**src/rtl/reg_dest_scoreboard.sv**
```systemverilog
// Per-register pending-write scoreboard sitting beside the ID/EX boundary.
// Counts issued-but-unretired writes and flags source hazards for the stall logic.
module reg_dest_scoreboard #(
    parameter int CNT_W = 2,
    parameter int NREG  = 32
) (
    input  logic       clk,
    input  logic       rst_n,
    input  logic       iss_valid,
    input  logic       iss_wen,
    input  logic [4:0] iss_rd,
    output logic       iss_ready,
    input  logic       wb_valid,
    input  logic [4:0] wb_rd,
    input  logic [4:0] rs_addr,
    input  logic [4:0] rt_addr,
    output logic       rs_busy,
    output logic       rt_busy,
    output logic       stall,
    input  logic       flush,
    output logic [5:0] pend_total,
    output logic       wb_err
);

    localparam logic [CNT_W-1:0] CNT_MAX = {CNT_W{1'b1}};

    logic [CNT_W-1:0] cnt_r     [1:NREG-1];
    logic [CNT_W-1:0] cnt_nxt_s [1:NREG-1];
    logic [CNT_W-1:0] cnt_ext_s [0:NREG-1];
    logic             wb_err_r;
    logic             wb_err_nxt_s;
    logic             stall_src_s;
    logic             issue_fire_s;
    logic             ret_fire_s;
    logic [5:0]       pend_s;

    // Read view of the counters with $0 hard-wired to zero
    always_comb begin
        cnt_ext_s[0] = '0;
        for (int r = 1; r < NREG; r++) begin
            cnt_ext_s[r] = cnt_r[r];
        end
    end

    // Hazard flags, issue/retire qualification and occupancy count
    always_comb begin
        rs_busy      = (rs_addr != 5'd0) && (cnt_ext_s[rs_addr] != '0);
        rt_busy      = (rt_addr != 5'd0) && (cnt_ext_s[rt_addr] != '0);
        stall_src_s  = rs_busy | rt_busy;
        // A same-cycle retire is deliberately not credited here
        iss_ready    = ~(iss_wen && (iss_rd != 5'd0) && (cnt_ext_s[iss_rd] == CNT_MAX));
        stall        = iss_valid & (stall_src_s | ~iss_ready);
        issue_fire_s = iss_valid & iss_wen & iss_ready & ~stall_src_s & (iss_rd != 5'd0);
        ret_fire_s   = wb_valid & (wb_rd != 5'd0);
        pend_s       = 6'd0;
        for (int r = 1; r < NREG; r++) begin
            pend_s = pend_s + 6'(cnt_r[r] != '0);
        end
        pend_total   = pend_s;
        wb_err       = wb_err_r;
    end

    // Next-state counters; flush wins over issue and retire but keeps the error flag
    always_comb begin
        wb_err_nxt_s = wb_err_r;
        for (int r = 1; r < NREG; r++) begin
            cnt_nxt_s[r] = cnt_r[r];
            if (flush) begin
                cnt_nxt_s[r] = '0;
            end else begin
                cnt_nxt_s[r] = cnt_r[r];
            end
            case ({issue_fire_s && (iss_rd == 5'(r)), ret_fire_s && (wb_rd == 5'(r))})
                2'b10: begin
                    if (!flush) begin
                        cnt_nxt_s[r] = cnt_r[r] + {{(CNT_W-1){1'b0}}, 1'b1};
                    end else begin
                        cnt_nxt_s[r] = '0;
                    end
                end
                2'b01: begin
                    if (cnt_r[r] == '0) begin
                        wb_err_nxt_s = 1'b1;
                    end else if (!flush) begin
                        cnt_nxt_s[r] = cnt_r[r] - {{(CNT_W-1){1'b0}}, 1'b1};
                    end else begin
                        cnt_nxt_s[r] = '0;
                    end
                end
                default: begin
                    cnt_nxt_s[r] = cnt_nxt_s[r];
                end
            endcase
        end
    end

    // State register with asynchronous clear of all pending state
    always_ff @(posedge clk or negedge rst_n) begin
        if (!rst_n) begin
            for (int r = 1; r < NREG; r++) begin
                cnt_r[r] <= '0;
            end
            wb_err_r <= 1'b0;
        end else begin
            for (int r = 1; r < NREG; r++) begin
                cnt_r[r] <= cnt_nxt_s[r];
            end
            wb_err_r <= wb_err_nxt_s;
        end
    end

endmodule

```
**config.mk**
```make
export PLATFORM = sky130hd
export DESIGN_NAME = reg_dest_scoreboard
export DESIGN_NICKNAME = d
export VERILOG_FILES = /design/src/rtl/reg_dest_scoreboard.sv
export SDC_FILE = /design/constraint.sdc
export NUM_CORES = 1
export LEC_CHECK = 0
export CAP_MARGIN = 30
export CELL_PAD_IN_SITES_DETAIL_PLACEMENT = 1
export CELL_PAD_IN_SITES_GLOBAL_PLACEMENT = 1
export CORE_ASPECT_RATIO = 1.4
export CORE_MARGIN = 5
export CORE_UTILIZATION = 25
export DETAILED_ROUTE_END_ITERATION = 12
export PLACE_DENSITY = 0.46
export REMOVE_ABC_BUFFERS = 1
export SETUP_SLACK_MARGIN = 0.05
export SYNTH_ARGS = -nofsm -noshare
export SYNTH_HDL_FRONTEND = slang
export SYNTH_SLANG_ARGS = --single-unit
```
**constraint.sdc**
```tcl
create_clock -name clk -period 12.8 [get_ports clk]
set_input_delay 1.28 -clock clk [delete_from_list [all_inputs] [get_ports clk]]
set_output_delay 1.28 -clock clk [all_outputs]
set_load 0.03 [all_outputs]
```
==> flow_summary.yaml <==
run_status:
  status: "complete, no violations"
sta:
  skew_ns: 0.0106
  slew_headroom_pct: 29.3
  period_share_pct: 61.2
  holdWs_ns: 0.546
  clock.fmax_ghz: 0.128
  min_period_ns: 7.84
  rsz0062_at_grt: "false"
  worst_pin_slew_ns: 1.06
  slew_viol_final: 0
  setup_viol: 0
  tns_ns: 0
  final-hold-violation-count: 0
detailed_routing:
  dr_total_vias: 7407
  ant_nets: 0
  routed_wl_um: 33700
  drt_pre_antenna_iters: 5
  wl_per_cell_um: 24.3
  drc: 0
  drt_iter0_drc: 330
  vias_per_cell: 5.34
clock_network:
  htree_levels: 3
  postCtsHoldBufs: 0
  cts_resized: 0
  clk_pin_slew_ns: 0.06
  cts_root_buffer: "clkbuf_16"
  cts_tree: "done"
  cts_buffers: 9
  cts.sinks: 63
  clockBufferDepth: 2
  postCtsSetupRepairBufs: 0
  clk_latency_ns: 0.37
cells_and_area:
  nets: 1146
  diodes: 0
  drive_gt1_share_pct: 4.39
  area_growth_pct: 13.6
  final_util_pct: 28.8
worst_setup_path:
  cpMaxStageDelayCell: "clkdlybuf4s50_1"
  worstSetupEndpointType: "output port"
  cp_max_fo: 7
  setup.worst_path.class: "reg -> out"
  cp-start-kind: "flip-flop"
  cp_cell_sequence: "inv_1 > ha_1 > inv_1 > fa_1 > fa_1 > fa_1 > fa_1 > fa_1 > fa_1 > fa_1 > fa_1 > a21o_1 > a21oi_1 > xnor2_1 > clkdlybuf4s50_1"
  critPathTopFamily: "adder cells"
  crit_top_cell: "fa_1"
  crit_path_max_incr_delay_ns: 0.69
  worstPathRequired_ns: 11.52
  worstPathArrival_ns: 6.56
  path_buf_inv: 3
global_route:
  grt_usage_pct: 20.0
  grt_pass1_vias: 7603
  grt_max_degree: 63
  grt_pass1_wl_um: 50000
  gr-total-overflow: 0
  antenna_found_initial: 0
pwr:
  p_leak_nw: 3.42
  powerDensity_nw_per_um2: 66.9
  ir_drop_mv: 0.0575
synthesis:
  synthArstFlopShare_pct: 100
  synth_flop_cell: "dfrtp_1"
  synth-edff-count: 0
  syn_avg_cell_area_um2: 7.79
  synth_seq_area_share_pct: 20.6
  synth.distinct_cells: 63
  yosysWarnings: 0
  synth_area_um2: 7650
  synth_seq_cells: 63
  netlist_instances: 982
place:
  hpwl_um: 26200
  portBuffers: 36
  place_congestion: 0.865
die:
  dieWidth_um: 158
  io_pins: 37
  dieHeight_um: 217
  core_um2: 30100
  dieArea_um2: 34200
  row_count: 75
  start_util_pct: 25.4
run:
  max_cap_violations: 0
worst_hold_path:
  hp-class: "reg -> reg"
==> final timing paths <==
path | startpoint | to | slack, ns | cells after the start
min reg2reg | cnt_ext_s[13] | cnt_ext_s[13] | 0.55 | 2
max in group asynchronous | rst_n | cnt_ext_s[58] | 11.42 | 2
max reg2reg | cnt_ext_s[42] | wb_err | 7.50 | 12
min | cnt_ext_s[13] | cnt_ext_s[13] | 0.55 | 2
max | cnt_ext_s[54] | pend_total[4] | 4.96 | 15
min in group asynchronous | rst_n | cnt_ext_s[21] | 0.79 | 1
==> per-stage QoR <==
stage | power, mW | cell area [um^2] | setup slack, ns | instances
finish | 0.581 | 8690 | 4.96 | 1387
global route | 0.603 | 8690 | 4.73 | 1387
CTS | 0.592 | 8690 | 4.88 | 1387
detailed placement | 0.303 | 8370 | 5.30 | 1371
global placement | 0.302 | 8350 | 5.39 | 1370
floorplan | 0.242 | 7440 | 6.21 | 940
==> synth_stat cells, types with 6 or more instances <==
master / count / area, um^2
nor2_1: 144 / 541
a21oi_1: 130 / 651
inv_1: 130 / 488
ha_1: 100 / 1250
dfrtp_1: 63 / 1580
nor3_1: 46 / 230
or4_1: 35 / 263
a21o_1: 34 / 255
nor3b_1: 34 / 255
nor4_1: 34 / 213
clkbuf_1: 30 / 113
fa_1: 23 / 460
nand3_1: 21 / 105
nand2_1: 17 / 63.8
nand2b_1: 13 / 81.3
a311oi_1: 8 / 70.1
a211oi_1: 7 / 52.6
a22oi_1: 7 / 52.6
nor2b_1: 7 / 43.8
buf_2: 6 / 30.0
mux4_2: 6 / 135
o211ai_1: 6 / 45.0
==> final cells by class <==
type,count,area [um^2]
Sequential cell,63,1580
Multi-Input combinational cell,744,5370
Fill cell,3592,21400
Timing Repair Buffer,46,448
Tap cell,385,482
Clock inverter,7,87.6
Inverter,133,499
Clock buffer,9,225
==> cells in the final DEF, fill, tap and decap left out, drive strengths merged, types with 8 or more instances in the layout <==
master / synthesis / routed
fa: 23 / 23
nor3: 50 / 50
nor3b: 34 / 34
nand2b: 13 / 13
nand3: 21 / 21
or4: 35 / 35
ha: 100 / 100
clkdlybuf4s50: 0 / 34
a21o: 34 / 34
inv: 131 / 131
dfrtp: 63 / 63
clkbuf: 30 / 9
a311oi: 8 / 8
nor4: 34 / 34
nand2: 17 / 17
buf: 12 / 12
a21oi: 130 / 130
nor2: 144 / 144
==> per-layer routing <==
layer / up-vias / wire [um] / GRT usage (%) / share of wire, %
met5: - / 0 / 0 / 0
met4: 0 / 864 / 6.80 / 2.6
met3: 24 / 909 / 1.65 / 2.7
met2: 112 / 17500 / 35.8 / 52
met1: 3755 / 14500 / 24.9 / 43
li1: 3516 / - / - / -
==> power by group <==
| part | leakage (nW) | internal [mW] | switching [mW] |
|---|---|---|---|
| clock network | 0.155 | 0.169 | 0.113 |
| registers | 0.875 | 0.199 | 0.0000170 |
| logic | 2.39 | 0.0274 | 0.0726 |
| total | 3.42 | 0.396 | 0.185 |
==> worst reg2reg max path, delay by kind of cell (launching register included) <==
family,cells,cell delay [ns]
AOI/OAI and AO/OA,4,1.30
adders and majority gates,1,0.25
muxes,1,0.53
DFF,1,0.43
buffers and inverters,1,0.34
and+or+nand+nor,5,2.32
==> sequential cells by signal (all words and copies together) (netlist names) <==
name,flops
cnt_ext_s,62
wb_err,1
==> cell families after synthesis <==
group,share of synthesized area (%)
multiplexers,1.90
buffers and inverters,9.18
flip-flops,20.6
AND/OR/NAND/NOR,26.1
AO/OA/AOI/OAI,19.5
XOR/XNOR,0.344
adder cells (fa/ha/maj),22.4
(Power assumes the default switching activity.)
